### config.mk
export PLATFORM = sky130hd
export DESIGN_NAME = reg_file
export DESIGN_NICKNAME = d
export VERILOG_FILES = /design/src/rtl/reg_file.sv
export SDC_FILE = /design/constraint.sdc
export NUM_CORES = 2
export LEC_CHECK = 0
export CORE_MARGIN = 2
export CORE_UTILIZATION = 46
export DETAILED_ROUTE_END_ITERATION = 10
export HOLD_SLACK_MARGIN = 0.06
export SYNTH_ARGS = -nofsm -noshare
export SYNTH_HDL_FRONTEND = slang
export SYNTH_SLANG_ARGS = --single-unit
### constraint.sdc
create_clock -name clk -period 2.9 [get_ports clk]
set_input_delay 0.435 -clock clk [delete_from_list [all_inputs] [get_ports clk]]
set_output_delay 0.435 -clock clk [all_outputs]
set_load 0.005 [all_outputs]
### src/rtl/reg_file.sv
// 32x32 integer register file: x0 hardwired to zero, two combinational read
// ports with write-back bypass, a registered debug read port and a write-back counter.
module reg_file #(
  parameter int NUM_REGS = 32,
  parameter int XLEN     = 32,
  parameter int AW       = $clog2(NUM_REGS)
) (
  input  logic            clk,
  input  logic            rst_n,
  input  logic            reg_wen,
  input  logic [AW-1:0]   reg_waddr,
  input  logic [XLEN-1:0] reg_wdata,
  input  logic [AW-1:0]   rs1_raddr,
  input  logic [AW-1:0]   rs2_raddr,
  output logic [XLEN-1:0] rs1_rdata,
  output logic [XLEN-1:0] rs2_rdata,
  input  logic [AW-1:0]   dbg_raddr,
  output logic [XLEN-1:0] dbg_rdata,
  output logic [XLEN-1:0] wb_count
);

  localparam int NUM_RD = 3;  // rs1, rs2, debug

  logic [NUM_REGS-1:0][XLEN-1:0] regs;
  logic [NUM_RD-1:0][AW-1:0]     rd_addr;
  logic [NUM_RD-1:0][XLEN-1:0]   rd_data;
  logic [XLEN-1:0]               wb_cnt;
  logic [XLEN-1:0]               dbg_q;
  logic                          commit;

  assign commit     = reg_wen && (reg_waddr != '0);
  assign rd_addr[0] = rs1_raddr;
  assign rd_addr[1] = rs2_raddr;
  assign rd_addr[2] = dbg_raddr;

  // Every read lane sees the in-flight write-back so decode never waits a cycle.
  for (genvar i = 0; i < NUM_RD; i++) begin : g_rd
    always_comb begin
      rd_data[i] = regs[rd_addr[i]];
      if (rd_addr[i] == '0)
        rd_data[i] = '0;
      else if (commit && (reg_waddr == rd_addr[i]))
        rd_data[i] = reg_wdata;
    end
  end

  // regs[0] is only ever reset, never written, so it stays zero.
  always_ff @(posedge clk or negedge rst_n) begin
    if (!rst_n) begin
      regs   <= '0;
      wb_cnt <= '0;
      dbg_q  <= '0;
    end else begin
      if (commit) begin
        regs[reg_waddr] <= reg_wdata;
        wb_cnt          <= wb_cnt + 1'b1;
      end
      dbg_q <= rd_data[2];
    end
  end

  assign rs1_rdata = rd_data[0];
  assign rs2_rdata = rd_data[1];
  assign dbg_rdata = dbg_q;
  assign wb_count  = wb_cnt;

endmodule

; Word level (Yosys, flattened, before mapping)
; Index checks and enable logic that the tools add are counted.
[op_classes]
n_addsub = 1
magnitude_cmp = 5
n_eq_ne = 3
mux = 15
n_reduce_logical = 9
[op_table]
columns = cell, count
row1 = $bwmux 1024, 1
row2 = $bmux 32 s5, 3
row3 = $mux 32, 10
row4 = $demux 32 s5, 1
row5 = $add 32x1->32 const B, 1
row6 = $lt 5x6->1 const B, 4
row7 = $eq 5x5->1, 3
row8 = $logic_not 5->1, 3
row9 = $ge 5x1->1 const B, 1
row10 = $logic_and 1x1->1, 5
row11 = $reduce_bool 5->1, 1
[word_totals]
ff_bits = 1088
inputBits = 55
out_inout_bits = 128
elab_cells = 67

; Depth between registers and ports, before layout
[depth]
ltp_word = 5
depth_mapped = 12
ltp_nobuf = 7

; Worst setup path after synthesis
; No wires, ideal clock.
[synth_path]
path_kind = input port to output port
start = in rs1_raddr[0]
end = out rs1_rdata[11]
arrival_ns = 2.331
required_ns = 2.465
setup_slack_ns = 0.134
path_stages = 8
n_path_buf = 4
cell_sequence = buf_4 > buf_6 > buf_2 > mux4_2 > mux4_2 > a22oi_1 > o21ai_0 > buf_4
[synth_rtl]
columns = element, line_no
row1 = "start, declared", 13  ; input logic [AW-1:0] rs1_raddr,
row2 = "end, declared", 15  ; output logic [XLEN-1:0] rs1_rdata,

; Worst setup path after layout
[layout_path]
start = reg regs[748] (netlist bit)
end = out rs1_rdata[12]
[layout_between]
elab_chain_cells = 4
[layout_lines]
columns = element, line_no
row1 = "start, declared", 24  ; logic [NUM_REGS-1:0][XLEN-1:0] regs;
row2 = "start signal, assigned by index", 55  ; regs[reg_waddr] <= reg_wdata;
row3 = $bmux 32 s5, 39  ; rd_data[i] = regs[rd_addr[i]];
row4 = $mux 32 (implied by the code), 39
row5 = $mux 32, 42  ; else if (commit && (reg_waddr == rd_addr[i]))
row6 = $mux 32, 40  ; if (rd_addr[i] == '0)
; No other way between the ends. The select of a mux whose other input is x is not followed.

==> flow_summary.html <==
<table>
<tr><th>Metric</th><th>Value</th></tr>
<tr><th colspan="2">Logic synthesis</th></tr>
<tr><td>Proportion of synthesized flip-flops having asynchronous set or reset</td><td>100%</td></tr>
<tr><td>Share of Yosys cell area claimed by the top area cell type</td><td>41.1%</td></tr>
<tr><td>Dominant cells by area after synthesis</td><td>dfrtp_1, mux4_2, mux2_2</td></tr>
<tr><td>Number of distinct library cells after synthesis</td><td>60</td></tr>
<tr><td>Synthesized netlist cell count</td><td>4711</td></tr>
<tr><td>Library cell occupying the most area in the post-synthesis netlist</td><td>dfrtp_1</td></tr>
<tr><td>Post-Synthesis Net Count</td><td>4767</td></tr>
<tr><td>Post-Synthesis Cell Area</td><td>between 0.06 and 0.07 mm2</td></tr>
<tr><td>Number of warning messages in the yosys log</td><td>0</td></tr>
<tr><td>EDFF count, synth</td><td>0</td></tr>
<tr><td>Dominant synthesized flop cell</td><td>dfrtp_1</td></tr>
<tr><td>Sequential cell area fraction in the yosys report</td><td>41.1%</td></tr>
<tr><td>Number of synthesized register bits</td><td>1088</td></tr>
<tr><td>Mean Syn Cell Area</td><td>14.1 um2</td></tr>
<tr><th colspan="2">Hold path</th></tr>
<tr><td>Kind of path behind the tightest hold check</td><td>in -&gt; async</td></tr>
<tr><th colspan="2">Pwr</th></tr>
<tr><td>Power density relative to cell area</td><td>~640 mW/mm2</td></tr>
<tr><td>Peak supply drop</td><td>between 0.6 and 0.7 mV</td></tr>
<tr><td>Static leakage power</td><td>34.9 nW</td></tr>
<tr><th colspan="2">Floorplanning</th></tr>
<tr><td>Site Rows</td><td>between 100 and 150</td></tr>
<tr><td>Die X-Extent</td><td>383 um</td></tr>
<tr><td>Initial core utilization</td><td>46.2%</td></tr>
<tr><td>Vertical die dimension</td><td>roughly 380 um</td></tr>
<tr><td>I/O pins</td><td>183</td></tr>
<tr><td>Area of the die</td><td>0.147 mm2</td></tr>
<tr><td>Core region area</td><td>0.143 mm2</td></tr>
<tr><th colspan="2">Critical path</th></tr>
<tr><td>Required arrival time at the worst endpoint</td><td>2.47 ns</td></tr>
<tr><td>R2r worst-path depth</td><td>6</td></tr>
<tr><td>Highest-delay cell along the critical path</td><td>mux4_2</td></tr>
<tr><td>End of the worst register-to-register path</td><td>dbg_rdata[27]</td></tr>
<tr><td>Reg-to-reg setup timing slack</td><td>around 0.57 ns</td></tr>
<tr><td>Maximum fanout along the worst path</td><td>2</td></tr>
<tr><td>Worst setup endpoint</td><td>rs1_rdata[12]</td></tr>
<tr><td>Type of element capturing the critical path</td><td>output port</td></tr>
<tr><td>Critical Setup Path Class</td><td>reg -&gt; out</td></tr>
<tr><td>Worst path arrival time</td><td>about 2.9 ns</td></tr>
<tr><td>Crit. Startpoint</td><td>regs[748]</td></tr>
<tr><td>Critical path's largest stage delay</td><td>~0.53 ns</td></tr>
<tr><td>Most frequent CP cell</td><td>mux4_2</td></tr>
<tr><td>Sequence of cells on the critical path</td><td>buf_6 -&gt; mux4_2 -&gt; mux4_2 -&gt; a221oi_4 -&gt; a21oi_4 -&gt; buf_2</td></tr>
<tr><td>Crit path launch type</td><td>flop</td></tr>
<tr><td>Startpoint of the worst register-to-register path</td><td>regs[251]</td></tr>
<tr><th colspan="2">GRT</th></tr>
<tr><td>Antenna violations before repair</td><td>6</td></tr>
<tr><td>Global-route wire length before repair</td><td>361000 um</td></tr>
<tr><td>Global-route congestion overflow total</td><td>0</td></tr>
<tr><td>Largest net degree at the start of global routing</td><td>104</td></tr>
<tr><td>GRT Resource Usage Total</td><td>roughly a third</td></tr>
<tr><td>Number of global-route vias before repair</td><td>49200</td></tr>
<tr><th colspan="2">Route</th></tr>
<tr><td>Top routing layer in use</td><td>met5</td></tr>
<tr><td>Remaining design rule violation count</td><td>0</td></tr>
<tr><td>Number of routed nets with antenna violations</td><td>0</td></tr>
<tr><td>Wire length on met2</td><td>109000 um</td></tr>
<tr><td>Avg Vias per Cell</td><td>6.75</td></tr>
<tr><td>Routed wire length per instance</td><td>between 30 and 40 um</td></tr>
<tr><td>DRT met1 WL</td><td>100000 um</td></tr>
<tr><td>Iteration-0 DRC count of the detailed router</td><td>5648</td></tr>
<tr><td>Vias post-DR</td><td>49200</td></tr>
<tr><td>Routed WL</td><td>250000 um</td></tr>
<tr><td>Met3 WL</td><td>28800 um</td></tr>
<tr><td>Number of detailed-route iterations in the first pass</td><td>5</td></tr>
<tr><th colspan="2">Clock tree</th></tr>
<tr><td>Number of buffers created by CTS</td><td>130</td></tr>
<tr><td>Clock tree sinks</td><td>1088</td></tr>
<tr><td>Clock-pin slew of the registers on the worst-case setup and hold paths</td><td>0.06 ns</td></tr>
<tr><td>Worst-Skew Late Latency</td><td>0.79 ns</td></tr>
<tr><td>Number of buffers on the longest clock path</td><td>3</td></tr>
<tr><td>Deepest level of the CTS H-tree</td><td>4</td></tr>
<tr><td>Clock tree from TritonCTS</td><td>done</td></tr>
<tr><td>Clock root buffer master</td><td>clkbuf_16</td></tr>
<tr><th colspan="2">Placed design</th></tr>
<tr><td>Port buffer count</td><td>between 150 and 200</td></tr>
<tr><td>GPL Wtd Cong</td><td>0.922</td></tr>
<tr><td>Worst slack at placement</td><td>-1.30 ns</td></tr>
<tr><td>Area after detailed placement</td><td>0.0752 mm2</td></tr>
<tr><td>DP HPWL</td><td>167000 um</td></tr>
<tr><th colspan="2">STA</th></tr>
<tr><td>Max-slew headroom</td><td>approximately 36%</td></tr>
<tr><td>Transition time at the pin with the least slew margin</td><td>roughly 0.96 ns</td></tr>
<tr><td>Total count of max-transition violations in the final report</td><td>0</td></tr>
<tr><td>Achievable Freq</td><td>0.301 GHz</td></tr>
<tr><td>RSZ-0062 raised after global routing</td><td>yes</td></tr>
<tr><td>Final period util</td><td>115%</td></tr>
<tr><td>Total count of hold-check failures in the final report</td><td>0</td></tr>
<tr><td>Total negative slack for setup checks</td><td>-13.09 ns</td></tr>
<tr><td>Min Tclk post-route</td><td>roughly 3.3 ns</td></tr>
<tr><td>Clock skew after layout</td><td>between 0.02 and 0.025 ns</td></tr>
<tr><td>Crit path setup slack, layout</td><td>-0.427 ns</td></tr>
<tr><td>Final Setup Violations</td><td>63</td></tr>
<tr><th colspan="2">Layout</th></tr>
<tr><td>Fraction of layout instances using a drive strength above 1</td><td>56.0%</td></tr>
<tr><td>Most common cell after layout, fill and taps aside</td><td>dfrtp_1</td></tr>
<tr><td>Final core utilization</td><td>57.1%</td></tr>
<tr><td>Multi-input gate area</td><td>0.0373 mm2</td></tr>
<tr><td>Layout-stage area growth over the synthesis result</td><td>23.5%</td></tr>
<tr><td>Most frequent cells in the layout</td><td>dfrtp_1, mux2_2, mux4_2</td></tr>
<tr><td>Non-Filler Cell Area, Final</td><td>0.0818 mm2</td></tr>
<tr><td>Area taken by flip-flops and latches</td><td>0.0272 mm2</td></tr>
<tr><td>Net count reported at finish</td><td>~5300</td></tr>
<tr><td>Fillers</td><td>11500</td></tr>
<tr><th colspan="2">Run status</th></tr>
<tr><td>Failing checks</td><td>negative setup slack</td></tr>
<tr><td>Result of the run</td><td>finished with violations</td></tr>
<tr><th colspan="2">Run</th></tr>
<tr><td>Max-Cap Viols</td><td>0</td></tr>
</table>
[final cells by class]
class | instances | share of cell area [%]
tap | 1903 | 2.91
multi-input combinational | 3010 | 45.6
clock inverter | 53 | 0.772
sequential | 1088 | 33.3
inverter | 22 | 0.102
timing repair buffer | 1029 | 12.7
clock buffer | 178 | 4.63
antenna | 3 | 0.00918
[layer usage]
metal	vias to the layer above	GRT usage (%)
met4	8	15.2
met3	618	10.1
li1	19500	-
met5	-	0
met1	26100	47.9
met2	2913	49.3
[worst max-delay path: cells and delay by family, from the launching register on]
kind / cells / cell delay (ns)
flops: 1 / 0.40
compound gates: 2 / 0.42
mux: 2 / 1.00
buf+inv: 2 / 0.28
[metrics by stage]
step                std cells  total power, W  hold slack [ns]
global route             7283          0.0540            0.208
finish                   7286          0.0521            0.179
CTS                      7260          0.0518            0.177
global placement         6907          0.0336            0.395
floorplan                4711          0.0289            0.139
detailed placement       6907          0.0339            0.403
[how the worst min path moves through the flow]
| stage | endpoint | startpoint | cells after the start |
|---|---|---|---|
| final | wb_count[29] | rst_n | 2 |
| after global routing | wb_count[30] | rst_n | 2 |
| after CTS | wb_count[22] | rst_n | 2 |
| after detailed placement | regs[17] | regs[17] | 0 |
| after global placement | regs[23] | regs[23] | 0 |
| after floorplan | dbg_rdata[0] | rst_n | 0 |
[power breakdown]
group	internal, W	switching (W)	total, W
logic	0.00839	0.00582	0.0142
registers	0.0180	0.00264	0.0207
clock network	0.0102	0.00705	0.0172
total	0.0366	0.0155	0.0521
[state kept, by name (all words and copies together) (netlist names)]
name and cells:
regs 1024, dbg_rdata 32, wb_count 32
[logic make-up after synthesis]
| kind of cell | count (synthesis) | synth area share, % |
|---|---|---|
| AOI/OAI and AO/OA | 624 | 5.97 |
| xor gates and xnor gates | 46 | 0.608 |
| adders and majority gates | 1 | 0.0189 |
| buffers and inverters | 613 | 4.69 |
| DFF | 1088 | 41.1 |
| muxes | 1853 | 44.2 |
| and+or+nand+nor | 486 | 3.40 |
[cells in the mapped netlist (20+ instances only)]
master and count:
buf_6 26, xor2_1 20, buf_4 105, nor2b_1 58
nor2_1 71, mux4_2 770, inv_1 20, dfrtp_1 1088
a21oi_1 93, a22oi_1 73, o21ai_0 235, a221oi_1 57
a211oi_1 86, buf_1 63, clkbuf_1 267, buf_2 125
xnor2_1 26, nand2_1 251, o22ai_1 30, mux2_2 867
mux2i_1 216, nor3_1 24
[repair_timing]
action	4_1_cts	5_1_grt
hold buffers	1	0
buffers inserted	141	26
pin swaps	131	64
setup endpoints to repair	64	64
gates cloned	1	1
endpoints found under the hold margin	63	0
resized for setup	488	75
No activity file was read; power rests on OpenSTA's default activity.
